==> src/rtl/avalon_st_downsizer.sv <==
// Avalon-ST width adapter: splits each IN_SYMBOLS-wide beat into OUT_SYMBOLS-wide slices,
// preserving sop/eop framing and emitting only the slices that carry valid symbols.
module avalon_st_downsizer #(
    parameter int unsigned SYMBOL_W    = 8,
    parameter int unsigned IN_SYMBOLS  = 4,
    parameter int unsigned OUT_SYMBOLS = 2,
    parameter int unsigned IN_EMPTY_W  = (IN_SYMBOLS > 1) ? $clog2(IN_SYMBOLS) : 1,
    parameter int unsigned OUT_EMPTY_W = (OUT_SYMBOLS > 1) ? $clog2(OUT_SYMBOLS) : 1
) (
    input  logic                            clk,
    input  logic                            rst_n,
    input  logic [IN_SYMBOLS*SYMBOL_W-1:0]  snk_data_i,
    input  logic                            snk_valid_i,
    output logic                            snk_ready_o,
    input  logic                            snk_sop_i,
    input  logic                            snk_eop_i,
    input  logic [IN_EMPTY_W-1:0]           snk_empty_i,
    output logic [OUT_SYMBOLS*SYMBOL_W-1:0] src_data_o,
    output logic                            src_valid_o,
    input  logic                            src_ready_i,
    output logic                            src_sop_o,
    output logic                            src_eop_o,
    output logic [OUT_EMPTY_W-1:0]          src_empty_o
);

    localparam int unsigned RATIO = IN_SYMBOLS / OUT_SYMBOLS;
    localparam int unsigned IN_W  = IN_SYMBOLS * SYMBOL_W;
    localparam int unsigned OUT_W = OUT_SYMBOLS * SYMBOL_W;
    localparam int unsigned IDX_W = (RATIO > 1) ? $clog2(RATIO) : 1;

    if ((IN_SYMBOLS % OUT_SYMBOLS) != 0) begin : g_ratio_check
        $error("IN_SYMBOLS must be a multiple of OUT_SYMBOLS");
    end

    typedef enum logic {StEmpty, StEmit} state_e;

    state_e                 state_q;
    logic [IN_W-1:0]        data_q;
    logic                   sop_q;
    logic                   eop_q;
    logic [IDX_W-1:0]       idx_q;
    logic [IDX_W-1:0]       last_q;
    logic [OUT_EMPTY_W-1:0] empty_q;

    int unsigned            eff_empty;
    int unsigned            nvalid;
    int unsigned            nslices;
    logic [IDX_W-1:0]       last_d;
    logic [OUT_EMPTY_W-1:0] empty_d;
    logic [IN_W-1:0]        shifted;
    logic                   emitting;
    logic                   last_slice;
    logic                   in_acc;
    logic                   out_acc;

    // Framing of the incoming beat, resolved once at accept time.
    always_comb begin
        eff_empty = 0;
        if (snk_eop_i) begin
            eff_empty = 32'(snk_empty_i);
        end
        if (eff_empty > IN_SYMBOLS - 1) begin
            eff_empty = IN_SYMBOLS - 1;
        end
        nvalid  = IN_SYMBOLS - eff_empty;
        nslices = (nvalid + OUT_SYMBOLS - 1) / OUT_SYMBOLS;
        last_d  = IDX_W'(nslices - 1);
        empty_d = OUT_EMPTY_W'(nslices * OUT_SYMBOLS - nvalid);
    end

    always_comb begin
        emitting    = (state_q == StEmit);
        last_slice  = (idx_q == last_q);
        // Slice k sits k*OUT_W bits below the MSB of the held beat.
        shifted     = data_q << (OUT_W * 32'(idx_q));
        src_data_o  = shifted[IN_W-1 -: OUT_W];
        src_valid_o = emitting;
        src_sop_o   = emitting & sop_q & (idx_q == '0);
        src_eop_o   = emitting & eop_q & last_slice;
        src_empty_o = src_eop_o ? empty_q : '0;
        snk_ready_o = rst_n & (~emitting | (last_slice & src_ready_i));
        in_acc      = snk_valid_i & snk_ready_o;
        out_acc     = emitting & src_ready_i;
    end

    always_ff @(posedge clk or negedge rst_n) begin
        if (!rst_n) begin
            state_q <= StEmpty;
            data_q  <= '0;
            sop_q   <= 1'b0;
            eop_q   <= 1'b0;
            idx_q   <= '0;
            last_q  <= '0;
            empty_q <= '0;
        end else begin
            if (in_acc) begin
                data_q  <= snk_data_i;
                sop_q   <= snk_sop_i;
                eop_q   <= snk_eop_i;
                last_q  <= last_d;
                empty_q <= empty_d;
            end
            unique case (state_q)
                StEmpty: begin
                    if (in_acc) begin
                        state_q <= StEmit;
                        idx_q   <= '0;
                    end
                end
                StEmit: begin
                    if (out_acc) begin
                        if (last_slice) begin
                            idx_q <= '0;
                            if (!in_acc) begin
                                state_q <= StEmpty;
                            end
                        end else begin
                            idx_q <= idx_q + 1'b1;
                        end
                    end
                end
                default: state_q <= StEmpty;
            endcase
        end
    end

endmodule

==> config.mk <==
export PLATFORM = sky130hd
export DESIGN_NAME = avalon_st_downsizer
export DESIGN_NICKNAME = d
export VERILOG_FILES = /design/src/rtl/avalon_st_downsizer.sv
export SDC_FILE = /design/constraint.sdc
export NUM_CORES = 1
export LEC_CHECK = 0
export CORE_ASPECT_RATIO = 1.1
export CORE_MARGIN = 5
export CORE_UTILIZATION = 49
export CTS_CLUSTER_DIAMETER = 80
export DETAILED_ROUTE_END_ITERATION = 16
export PLACE_DENSITY = 0.87
export RECOVER_POWER = 25
export SLEW_MARGIN = 40
export SYNTH_ARGS = -nofsm -noshare
export SYNTH_HDL_FRONTEND = slang
export SYNTH_SLANG_ARGS = --single-unit
==> constraint.sdc <==
create_clock -name clk -period 3.9 [get_ports clk]
set_input_delay 0.585 -clock clk [delete_from_list [all_inputs] [get_ports clk]]
set_output_delay 0.585 -clock clk [all_outputs]
set_load 0.05 [all_outputs]
After elaboration in Yosys (flattened, before gate mapping) --
Cells that the tools add are included.
Word-level totals: logic and storage cells 41, bits in registers 38
Cells by class: equal/unequal tests 3, add/subtract/negate cells 6, shift operators 1, reductions and logical operators 1, magnitude comparators 1, muxes and demuxes 11, bitwise operators 11
Operator list (number):
- $gt 32x2->1 const B | 1
- $shl 32x5->32 | 1
- $and 1x1->1 | 8
- $mux 1 | 7
- $mux 2 | 2
- $pmux 1 s2 | 2
- $add 2x2->2 const B | 1
- $ne 2x1->1 const B | 1
- $ne 2x2->1 const B | 1
- $not 1->1 | 2
- $reduce_and 2->1 | 1
- $sub 1x2->2 const A | 1
- $sub 2x1->2 const B | 1
- $add 1x1->1 const B | 1
- $eq 1x1->1 | 1
- $or 1x1->1 | 1
- $sub 1x1->1 const A | 1
- $sub 1x1->1 const B | 1

Logic depth before layout (Yosys ltp) --
word-level depth 9, gate-level depth with buffers 8, depth with buffers taken out 5

Least setup slack after synthesis --
OpenSTA, ideal clock, no wires.
path kind register to output, start point register idx_q, end point output src_empty_o, arrival time 2.088 ns, path slack 1.227 ns, data required time 3.315 ns, buffers on the path 2, stages on the path, launching flop included 7, cell sequence dfrtp_1 buf_2 buf_2 inv_1 ha_1 and3_1 and2_1
On the way: longest elaborated chain between the ends 3
RTL lines:
- start, declared | line 41 | logic [IDX_W-1:0] idx_q;
- start signal, assigned | line 118 | idx_q <= idx_q + 1'b1;
- $eq 1x1->1 | line 73 | last_slice = (idx_q == last_q);
- $and 1x1->1 | line 79 | src_eop_o = emitting & eop_q & last_slice;
- via src_eop_o | line 22 | output logic src_eop_o,
- $mux 1 | line 80 | src_empty_o = src_eop_o ? empty_q : '0;
- end, declared | line 23 | output logic [OUT_EMPTY_W-1:0] src_empty_o
The timed path passes the listed nets, and every way through them passes these cells.

Worst setup path after layout --
start point input src_ready_i, end point output snk_ready_o
On the way: longest elaborated chain between the ends 3
RTL lines:
- start, declared | line 20 | input logic src_ready_i,
- $and 1x1->1 | line 81 | snk_ready_o = rst_n & (~emitting | (last_slice & src_ready_i));
- $or 1x1->1 | line 81
- $and 1x1->1 | line 81
- end, declared | line 14 | output logic snk_ready_o,
Every way passes these cells.

==> results.yml <==
setup_path:
  worstSetupStartpointType: "input port"
  worstPathRequired_ns: 3.31
  crit_path_end_kind: "primary output"
  timing.critical_path.arrival_ns: 2.25
  worst-r2r-cell-count: 5
  cp_max_fo: 5
  r2r_setup_slk_ns: 1.88
  r2r_start: "idx_q"
  worstSetupEndpoint: "snk_ready_o"
  startpoint: "src_ready_i"
  worst-setup-path-type: "input port to primary output"
  timing.rr.end: "data_q[14]"
cts:
  clock_sink_count: 38
  clkTransAtPathRegs_ns: 0.07
  ctsRootBufferMaster: "clkbuf_8"
  htree_num_levels: 2
  postCtsSetupBuffers: 0
  clock_tree_from_tritoncts: "yes"
  cts_hold_buffers: 0
  count_of_cells_resized_by_post_cts_repair: 0
  cts_buffer_depth: 2
  cts_buffers: 5
  worst_skew_pair.late_latency_ns: 0.29
timing:
  final.min_clock_period_ns: 2.84
  max_freq_mhz: 353
  tns_ns: 0
  slew-limit-headroom_pct: 47.4
  clock-skew-final_ns: 0.00769
  report.final.slew_viol_count: 0
  worst_pin_slew_ns: 0.789
  timing.final.hold_violations: 0
  final_number_of_setup_violating_endpoints: 0
  final_min_period_over_clock_period_pct: 72.7
  hold_slack_ns: 0.411
  grt_setup_unrepaired: "false"
route:
  via_density: 4.99
  average_wire_per_standard_cell_um: 18.0
  drc: 0
  via_count: 1133
  drtAntennaViolNets: 0
  postRouteWirelength_um: 4100
  drt-pass1-iter-count: 4
  drt_first_iter_violations: 43
finish:
  net_count_reported_at_finish: 217
  antenna-diode-count: 0
  area_delta_synth_final_pct: 37.7
  layout.cells.non_filler: 227
  fillerInstances: 290
  post_route_cells_drive_above_1_share_pct: 35.0
synthesis:
  synthDistinctLibCells: 17
  synth-compound-area-share_pct: 2.11
  yosysWarnings: 0
  syn_area_per_cell_um2: 16.4
  yosys_register_bits: 38
  synthAdderAreaFrac_pct: 0.681
  synth-seq-area-share_pct: 51.7
  synth_xor_area_share_pct: 0
  syn_area_um2: 1840
  combinational_family_with_the_most_area_after_synthesis: "multiplexers"
  synth_mux_area_share_pct: 37.4
  synth-simple-area-share_pct: 4.08
  synthesis.instances: 112
  mappedNetlistNets: 153
floorplanning:
  io_pins: 61
  chipHeight_um: 74.2
  initial_core_util_pct: 50.7
  die_width_um: 68.4
  die_area_um2: 5080
  coreArea_um2: 3630
  floorplan.rows: 23
pwr:
  cellPowerDensity_nw_per_um2: 971
  lkg_pwr_uw: 0.00110
  net-switching-power_uw: 1040
  p_int_uw: 1410
  finalPower_uw: 2460
  vdd_drop_max_mv: 0.467
  sw_share_pct: 42.5
  share_clk_of_total_power_pct: 11.2
  power.share.combinational_pct: 60.1
  power.share.sequential_pct: 28.7
global_routing:
  total_global_routing_overflow: 0
  wire_length_of_the_first_global_routing_pass_um: 6520
  grt_start_max_net_pins: 41
  number_of_global_route_vias_before_repair: 1346
  groute.usage.overall_pct: 17.9
  antenna_violations_before_repair: 0
worst_hold_path:
  hp-class: "input port to asynchronous set/reset pin"
placement:
  post-place-cells: 219
  dpl.hpwl_um: 2980
  routabilityCongestion: 0.743
  numPortBuffers: 60
run_status:
  status: "complete, no violations"
flow_run:
  drv.max_cap_violation_count: 0
-- state kept, by name, summed over array words and instances, names as in the netlist --
| signal | count |
|---|---|
| eop_q | 1 |
| sop_q | 1 |
| src_valid_o | 1 |
| last_q | 1 |
| data_q | 32 |
| idx_q | 1 |
| empty_q | 1 |
-- cell type report --
type	count	area, um^2	area share, %
multi-input cells	68	813	32.1
clock buffers	7	86.3	3.41
inverters	1	3.75	0.148
flip-flops and latches	38	951	37.6
repair buffers	62	609	24.1
well taps	50	62.6	2.47
clock inverters	1	5.00	0.198
-- layout by cell type, fill, tap and decap left out --
cell / instances
clkdlybuf4s50_1: 59
and2b_1: 1
buf_4: 2
inv_1: 1
a21boi_4: 1
nand2_1: 3
nor2_8: 1
clkbuf_1: 2
nand2b_1: 1
nand4_1: 1
clkbuf_8: 6
mux2_2: 21
mux2_4: 30
ha_1: 1
nand3_1: 1
clkinv_2: 1
and3_1: 2
o21ai_0: 4
and2_1: 1
dfrtp_1: 38
-- power groups by stage --
| stage | clock (uW) | combinational, uW | sequential (uW) |
|---|---|---|---|
| final | 275 | 1480 | 705 |
| after global routing | 302 | 1540 | 731 |
| after CTS | 281 | 1490 | 707 |
| after detailed placement | 0 | 1480 | 711 |
| after global placement | 0 | 1450 | 692 |
| after floorplan | 0 | 1090 | 689 |
-- critical path, stage by stage --
cell             delay [ns]
clkdlybuf4s50_1        0.55
a21boi_4               0.11
and2b_1                0.20
clkdlybuf4s50_1        0.80
-- how the worst min path moves through the flow --
stage	endpoint	slack, ns	depth (start not counted)
after floorplan	data_q[0]	0.29	0
final	data_q[24]	0.41	2
after CTS	data_q[24]	0.37	2
after detailed placement	sop_q	0.49	1
after global routing	data_q[8]	0.45	2
after global placement	data_q[14]	0.48	1
-- layer usage --
metal,wire length (um),global-route usage [%],vias to the layer above
met5,0,0,-
met1,1660,21.8,561
met4,67,7.28,0
met2,2110,29.1,43
met3,253,5.89,5
li1,-,-,524
-- cells by family after synthesis --
logic type                 Yosys count
DFF                                 38
adders and majority gates            1
and+or+nand+nor                     11
muxes                               51
AOI/OAI and AO/OA                    5
buffers and inverters                6
-- stage by stage --
stage               setup WS [ns]  util (%)  area (um^2)
floorplan                    1.23         -         1840
global placement             1.09      67.3         2440
detailed placement           1.07      67.3         2440
CTS                          1.06      69.8         2530
global route                0.978      69.8         2530
finish                       1.06      69.8         2530
-- synth_stat cells --
master | count | area [um^2]
nand2_1 | 3 | 11.3
buf_12 | 3 | 60.1
nand2b_1 | 1 | 6.26
buf_2 | 2 | 10.0
o21ai_0 | 4 | 20.0
nor2_8 | 1 | 20.0
and3_1 | 2 | 12.5
and2_1 | 1 | 6.26
mux2_2 | 21 | 236
and2b_1 | 1 | 7.51
a21boi_4 | 1 | 18.8
nand4_1 | 1 | 6.26
ha_1 | 1 | 12.5
nand3_1 | 1 | 5.00
mux2_4 | 30 | 450
inv_1 | 1 | 3.75
dfrtp_1 | 38 | 951
(Power assumes the default switching activity.)
